==> src/rtl/uart_image_transfer.sv <==
`default_nettype none
// ============================================================================
// Module   : uart_image_transfer
// Purpose  : Moves a picture between UART byte ports and word-addressed memory
//            (4 bytes per 32-bit word, little-endian).
// Revision : 1.0
// ============================================================================
module uart_image_transfer #(
  parameter int P_NUM_WORDS = 25344,
  parameter int P_ADDR_W    = 16
) (
  input  logic                clk,
  input  logic                rst_n,
  input  logic                start_rx,
  input  logic                start_tx,
  output logic                busy,
  output logic                done,
  input  logic [7:0]          rx_byte,
  input  logic                rx_byte_stb,
  output logic [7:0]          tx_byte,
  output logic                tx_byte_stb,
  input  logic                tx_byte_ack,
  output logic                mem_en,
  output logic                mem_we,
  output logic [P_ADDR_W-1:0] mem_addr,
  output logic [31:0]         mem_wdata,
  input  logic [31:0]         mem_rdata
);

  typedef enum logic [2:0] {
    S_IDLE       = 3'd0,
    S_RX_COLLECT = 3'd1,
    S_TX_READ    = 3'd2,
    S_TX_WAIT    = 3'd3,
    S_TX_SEND    = 3'd4,
    S_TX_GAP     = 3'd5,
    S_FINISH     = 3'd6
  } state_t;

  localparam logic [P_ADDR_W-1:0] c_last_word = P_ADDR_W'(P_NUM_WORDS - 1);

  state_t              r_state;
  logic [P_ADDR_W-1:0] r_word_idx;
  logic [1:0]          r_lane;
  logic [31:0]         r_word;
  logic                r_last_wr;

  always_ff @(posedge clk or negedge rst_n) begin
    if (!rst_n) begin
      r_state     <= S_IDLE;
      r_word_idx  <= '0;
      r_lane      <= '0;
      r_word      <= '0;
      r_last_wr   <= 1'b0;
      busy        <= 1'b0;
      done        <= 1'b0;
      tx_byte     <= '0;
      tx_byte_stb <= 1'b0;
      mem_en      <= 1'b0;
      mem_we      <= 1'b0;
      mem_addr    <= '0;
      mem_wdata   <= '0;
    end else begin
      mem_en <= 1'b0;
      mem_we <= 1'b0;
      done   <= 1'b0;
      case (r_state)
        S_IDLE: begin
          r_word_idx <= '0;
          r_lane     <= '0;
          r_last_wr  <= 1'b0;
          if (start_rx) begin
            busy    <= 1'b1;
            r_state <= S_RX_COLLECT;
          end else if (start_tx) begin
            busy     <= 1'b1;
            mem_en   <= 1'b1;
            mem_addr <= '0;
            r_state  <= S_TX_READ;
          end
        end

        S_RX_COLLECT: begin
          // The final write is on the bus this cycle; no further bytes belong to the picture.
          if (mem_en && r_last_wr) begin
            done    <= 1'b1;
            r_state <= S_FINISH;
          end else if (rx_byte_stb) begin
            r_word[{r_lane, 3'b000} +: 8] <= rx_byte;
            r_lane <= r_lane + 2'd1;
            if (r_lane == 2'd3) begin
              mem_en     <= 1'b1;
              mem_we     <= 1'b1;
              mem_addr   <= r_word_idx;
              mem_wdata  <= {rx_byte, r_word[23:0]};
              r_word_idx <= r_word_idx + P_ADDR_W'(1);
              r_last_wr  <= (r_word_idx == c_last_word);
            end
          end
        end

        S_TX_READ: r_state <= S_TX_WAIT;

        S_TX_WAIT: begin
          r_word      <= mem_rdata;
          r_lane      <= '0;
          tx_byte     <= mem_rdata[7:0];
          tx_byte_stb <= 1'b1;
          r_state     <= S_TX_SEND;
        end

        S_TX_SEND: begin
          if (tx_byte_ack) begin
            tx_byte_stb <= 1'b0;
            if (r_lane != 2'd3) begin
              r_lane  <= r_lane + 2'd1;
              r_state <= S_TX_GAP;
            end else if (r_word_idx == c_last_word) begin
              done    <= 1'b1;
              r_state <= S_FINISH;
            end else begin
              r_word_idx <= r_word_idx + P_ADDR_W'(1);
              mem_en     <= 1'b1;
              mem_addr   <= r_word_idx + P_ADDR_W'(1);
              r_state    <= S_TX_READ;
            end
          end
        end

        S_TX_GAP: begin
          tx_byte     <= r_word[{r_lane, 3'b000} +: 8];
          tx_byte_stb <= 1'b1;
          r_state     <= S_TX_SEND;
        end

        S_FINISH: begin
          busy    <= 1'b0;
          r_state <= S_IDLE;
        end

        default: r_state <= S_IDLE;
      endcase
    end
  end

endmodule
`default_nettype wire

==> config.mk <==
export PLATFORM = sky130hd
export DESIGN_NAME = uart_image_transfer
export DESIGN_NICKNAME = d
export VERILOG_FILES = /design/src/rtl/uart_image_transfer.sv
export SDC_FILE = /design/constraint.sdc
export NUM_CORES = 1
export LEC_CHECK = 0
export CAP_MARGIN = 20
export CORE_MARGIN = 2
export CORE_UTILIZATION = 53
export CTS_CLUSTER_DIAMETER = 200
export DETAILED_ROUTE_END_ITERATION = 6
export PLACE_DENSITY_LB_ADDON = 0.1
export SYNTH_ARGS = -nofsm -noshare
export SYNTH_HDL_FRONTEND = slang
export SYNTH_SLANG_ARGS = --single-unit
==> constraint.sdc <==
create_clock -name clk -period 2.5 [get_ports clk]
set_input_delay 0.5 -clock clk [delete_from_list [all_inputs] [get_ports clk]]
set_output_delay 0.5 -clock clk [all_outputs]
set_load 0.02 [all_outputs]
==> results.txt <==
initial core utilization - 0.539
syn nets - 647
fmax - 0.449 GHz
CTS Root Cell - clkbuf_8
final net count - 755
routed vias/inst - 5.96
largest net degree at the start of global routing - 53
final WL - 16000 um
worst setup margin - 0.274 ns
CTS H-tree depth - 4
Leakage - 3.17 nW
Clock Skew - 0.00779 ns
Synth top area share - 0.495
normalized max-slew margin - 0.389
clk_lat worst skew - 0.52 ns
Num CTS Buffers - 17
DRT antenna net count - 0
Yosys warnings - 0
fin. max-slew vios - 0
ranking of synthesized cells by area - dfrtp_1 (49%), a21oi_1 (5.2%), mux2_2 (5.0%), nand2_1 (4.5%), a22oi_1 (4.4%)
CTS Buffer Depth - 2
ant diodes - 0
Synth Area in Adders - 0.0108
largest stage delay on the critical path - 0.66 ns
Worst EP arrival - 2.66 ns
total of max-cap violations - 0
CP cell instances - ha_1, nand3_1, nor4_4, o21ai_2, buf_4, a21oi_1, a31oi_1
initial DRC count - 549
largest fanout on the critical path - 22
Place WS - 0.0672 ns
fraction of registers with async set or reset after synthesis - 1.00
status - finished clean
TritonRoute pass-1 iters - 5
Worst Tran Pin Value - 0.914 ns
Power per Cell Area - 1140 nW/um^2
critical path launch point type - flip-flop
CP Class - reg -> reg
vias in the first global route - 5064
CTS tree - built
worst min path class - in -> async
xor/xnor cell area share of the yosys netlist - 0
via count - 5106
largest area contributor in the netlist - dfrtp_1
TNS Setup - 0 ns
layout cell share with drive strength beyond 1 - 0.151
post-synthesis cell type count - 55
die extent in x - 109 um
# clock sinks - 115
Final setup viols - 0
Post-synth EDFFs - 0
CP Data Required Time - 2.93 ns
crit path capture type - flip-flop
FP Rows - 38
worst vdd ir - 0.684 mV
PortBufs - 106
critical path's slowest cell - o21ai_2
gr usage total - 0.288
die area - 11800 sq um
fin crit period - 2.23 ns
global-route wire length before repair - 25900 um
grt total ovfl - 0
largest family of logic cells by synthesized area - compound AO/OA/AOI/OAI gates
Clock transition at path regs - 0.06 ns
Syn Std Cell Area - 5820 sq um
hold buffers post-CTS - 0
Synth Register Bits - 115
Die Ht - 109 um
DRC Markers - 0
count of final hold-check violations - 0
simple-gate portion of the synthesized area - 0.158
Most used DFF post-synth - dfrtp_1
routed len/inst - 18.7 um
RSZ-0062 raised after global routing - false
Post-DP HPWL - 11300 um
Core ar. - 10800 sq um
setup bufs post-CTS - 0
Seq/Total Area, Yosys - 0.495
P&R area growth vs syn - 31.3%
RePlAce Congestion - 0.917
Mean Syn Cell Area - 9.76 sq um
post-synthesis mux area share - 0.0830
post-cts sizing count - 0
Ports - 107
post-synthesis compound-gate area fraction - 0.204
initial antenna violation count - 0
fin crit share - 0.891
Synth Instances - 596
-- placed cells by master, fill, tap and decap left out, types with 7 or more instances in the layout --
| cell | n |
|---|---|
| clkbuf_16 | 16 |
| mux2_2 | 26 |
| dfrtp_1 | 115 |
| o21ai_0 | 29 |
| nor2_1 | 61 |
| a21oi_1 | 61 |
| nand2_1 | 69 |
| o221ai_1 | 8 |
| inv_1 | 13 |
| nor3_1 | 7 |
| mux4_2 | 8 |
| or3_1 | 7 |
| a22o_1 | 8 |
| nand3_1 | 13 |
| a22oi_1 | 34 |
| clkdlybuf4s50_1 | 105 |
| a31oi_1 | 20 |
| a2bb2oi_1 | 8 |
| buf_4 | 31 |
-- layout make-up --
class                   instances  area (sq um)
clock buffers                  18           418
clock inverters                13           139
fillers                       853          3150
inverters                      14          52.6
multi-input cells             418          2650
flip-flops and latches        115          2880
well taps                     140           175
repair buffers                138          1320
-- Yosys cell counts, types with 2 or more instances --
| master | n |
|---|---|
| dfrtp_1 | 115 |
| nand2_1 | 69 |
| a21oi_1 | 61 |
| nor2_1 | 61 |
| a22oi_1 | 34 |
| clkbuf_1 | 29 |
| o21ai_0 | 29 |
| mux2_2 | 26 |
| a31oi_1 | 20 |
| inv_1 | 13 |
| nand3_1 | 13 |
| buf_2 | 12 |
| a22o_1 | 8 |
| a2bb2oi_1 | 8 |
| mux4_2 | 8 |
| o221ai_1 | 8 |
| nor3_1 | 7 |
| or3_1 | 7 |
| nor4_1 | 6 |
| ha_1 | 5 |
| and3_1 | 4 |
| buf_6 | 4 |
| nand4_1 | 4 |
| nor3b_1 | 4 |
| a41oi_1 | 2 |
| and4_1 | 2 |
| buf_1 | 2 |
| buf_4 | 2 |
| nand2b_1 | 2 |
| nor2b_1 | 2 |
| o21bai_1 | 2 |
| o22ai_1 | 2 |
| o2bb2ai_1 | 2 |
| or2_2 | 2 |
-- where the power goes --
group	switching, mW	total, mW	internal, mW
clock	0.875	2.28	1.41
combinational	1.73	3.38	1.65
sequential	0.501	3.02	2.52
-- worst max-delay path, delay by kind of cell (launching register included) --
family,cells,cell delay (ns)
adders and majority gates,1,0.26
and+or+nand+nor,2,0.28
buffers and inverters,1,0.28
AOI/OAI and AO/OA,3,0.88
DFF,1,0.44
-- routing by layer --
metal	part of all wire	track usage	vias up
li1	-	-	2397
met1	0.41	0.361	2476
met2	0.50	0.482	206
met3	0.062	0.0717	27
met4	0.027	0.107	0
met5	0	0	-
-- worst paths after layout --
| kind | from | endpoint | slack [ns] | cells past startpoint |
|---|---|---|---|---|
| setup / recovery | r_word_idx[0] | r_word_idx[4] | 0.27 | 7 |
| hold / removal | rst_n | mem_addr[13] | 0.02 | 1 |
| setup reg to reg | r_word_idx[0] | r_word_idx[4] | 0.27 | 7 |
| hold reg to reg | mem_wdata[29] | mem_wdata[29] | 0.49 | 2 |
| max in group asynchronous | rst_n | mem_wdata[25] | 1.83 | 2 |
| min in group clk | mem_wdata[29] | mem_wdata[29] | 0.49 | 2 |
-- registers in the layout, indices dropped and copies added (netlist names), 2 cells and up --
| name | flops |
|---|---|
| mem_wdata | 32 |
| r_word | 32 |
| mem_addr | 16 |
| r_word_idx | 16 |
| tx_byte | 8 |
| r_state | 3 |
| r_lane | 2 |
-- cell families (layout without fill, tap and decap cells) --
group	count (synthesis)	count (layout)
buf+inv	63	183
compound gates	185	185
simple gates	193	193
flops	115	115
mux	35	35
fa+ha+maj	5	5
-- stage by stage --
stage | power [mW] | hold slack [ns] | utilization | std cells | instance area, sq um
floorplan | 4.94 | 0.204 | - | 596 | 5820
global placement | 6.29 | 0.463 | 0.656 | 825 | 7080
detailed placement | 6.40 | 0.468 | 0.656 | 825 | 7080
CTS | 8.70 | 0.0382 | 0.708 | 856 | 7640
global route | 9.16 | 0.0558 | 0.708 | 856 | 7640
finish | 8.68 | 0.0168 | 0.708 | 856 | 7640
Note: power is estimated with default switching activity, not from simulation.
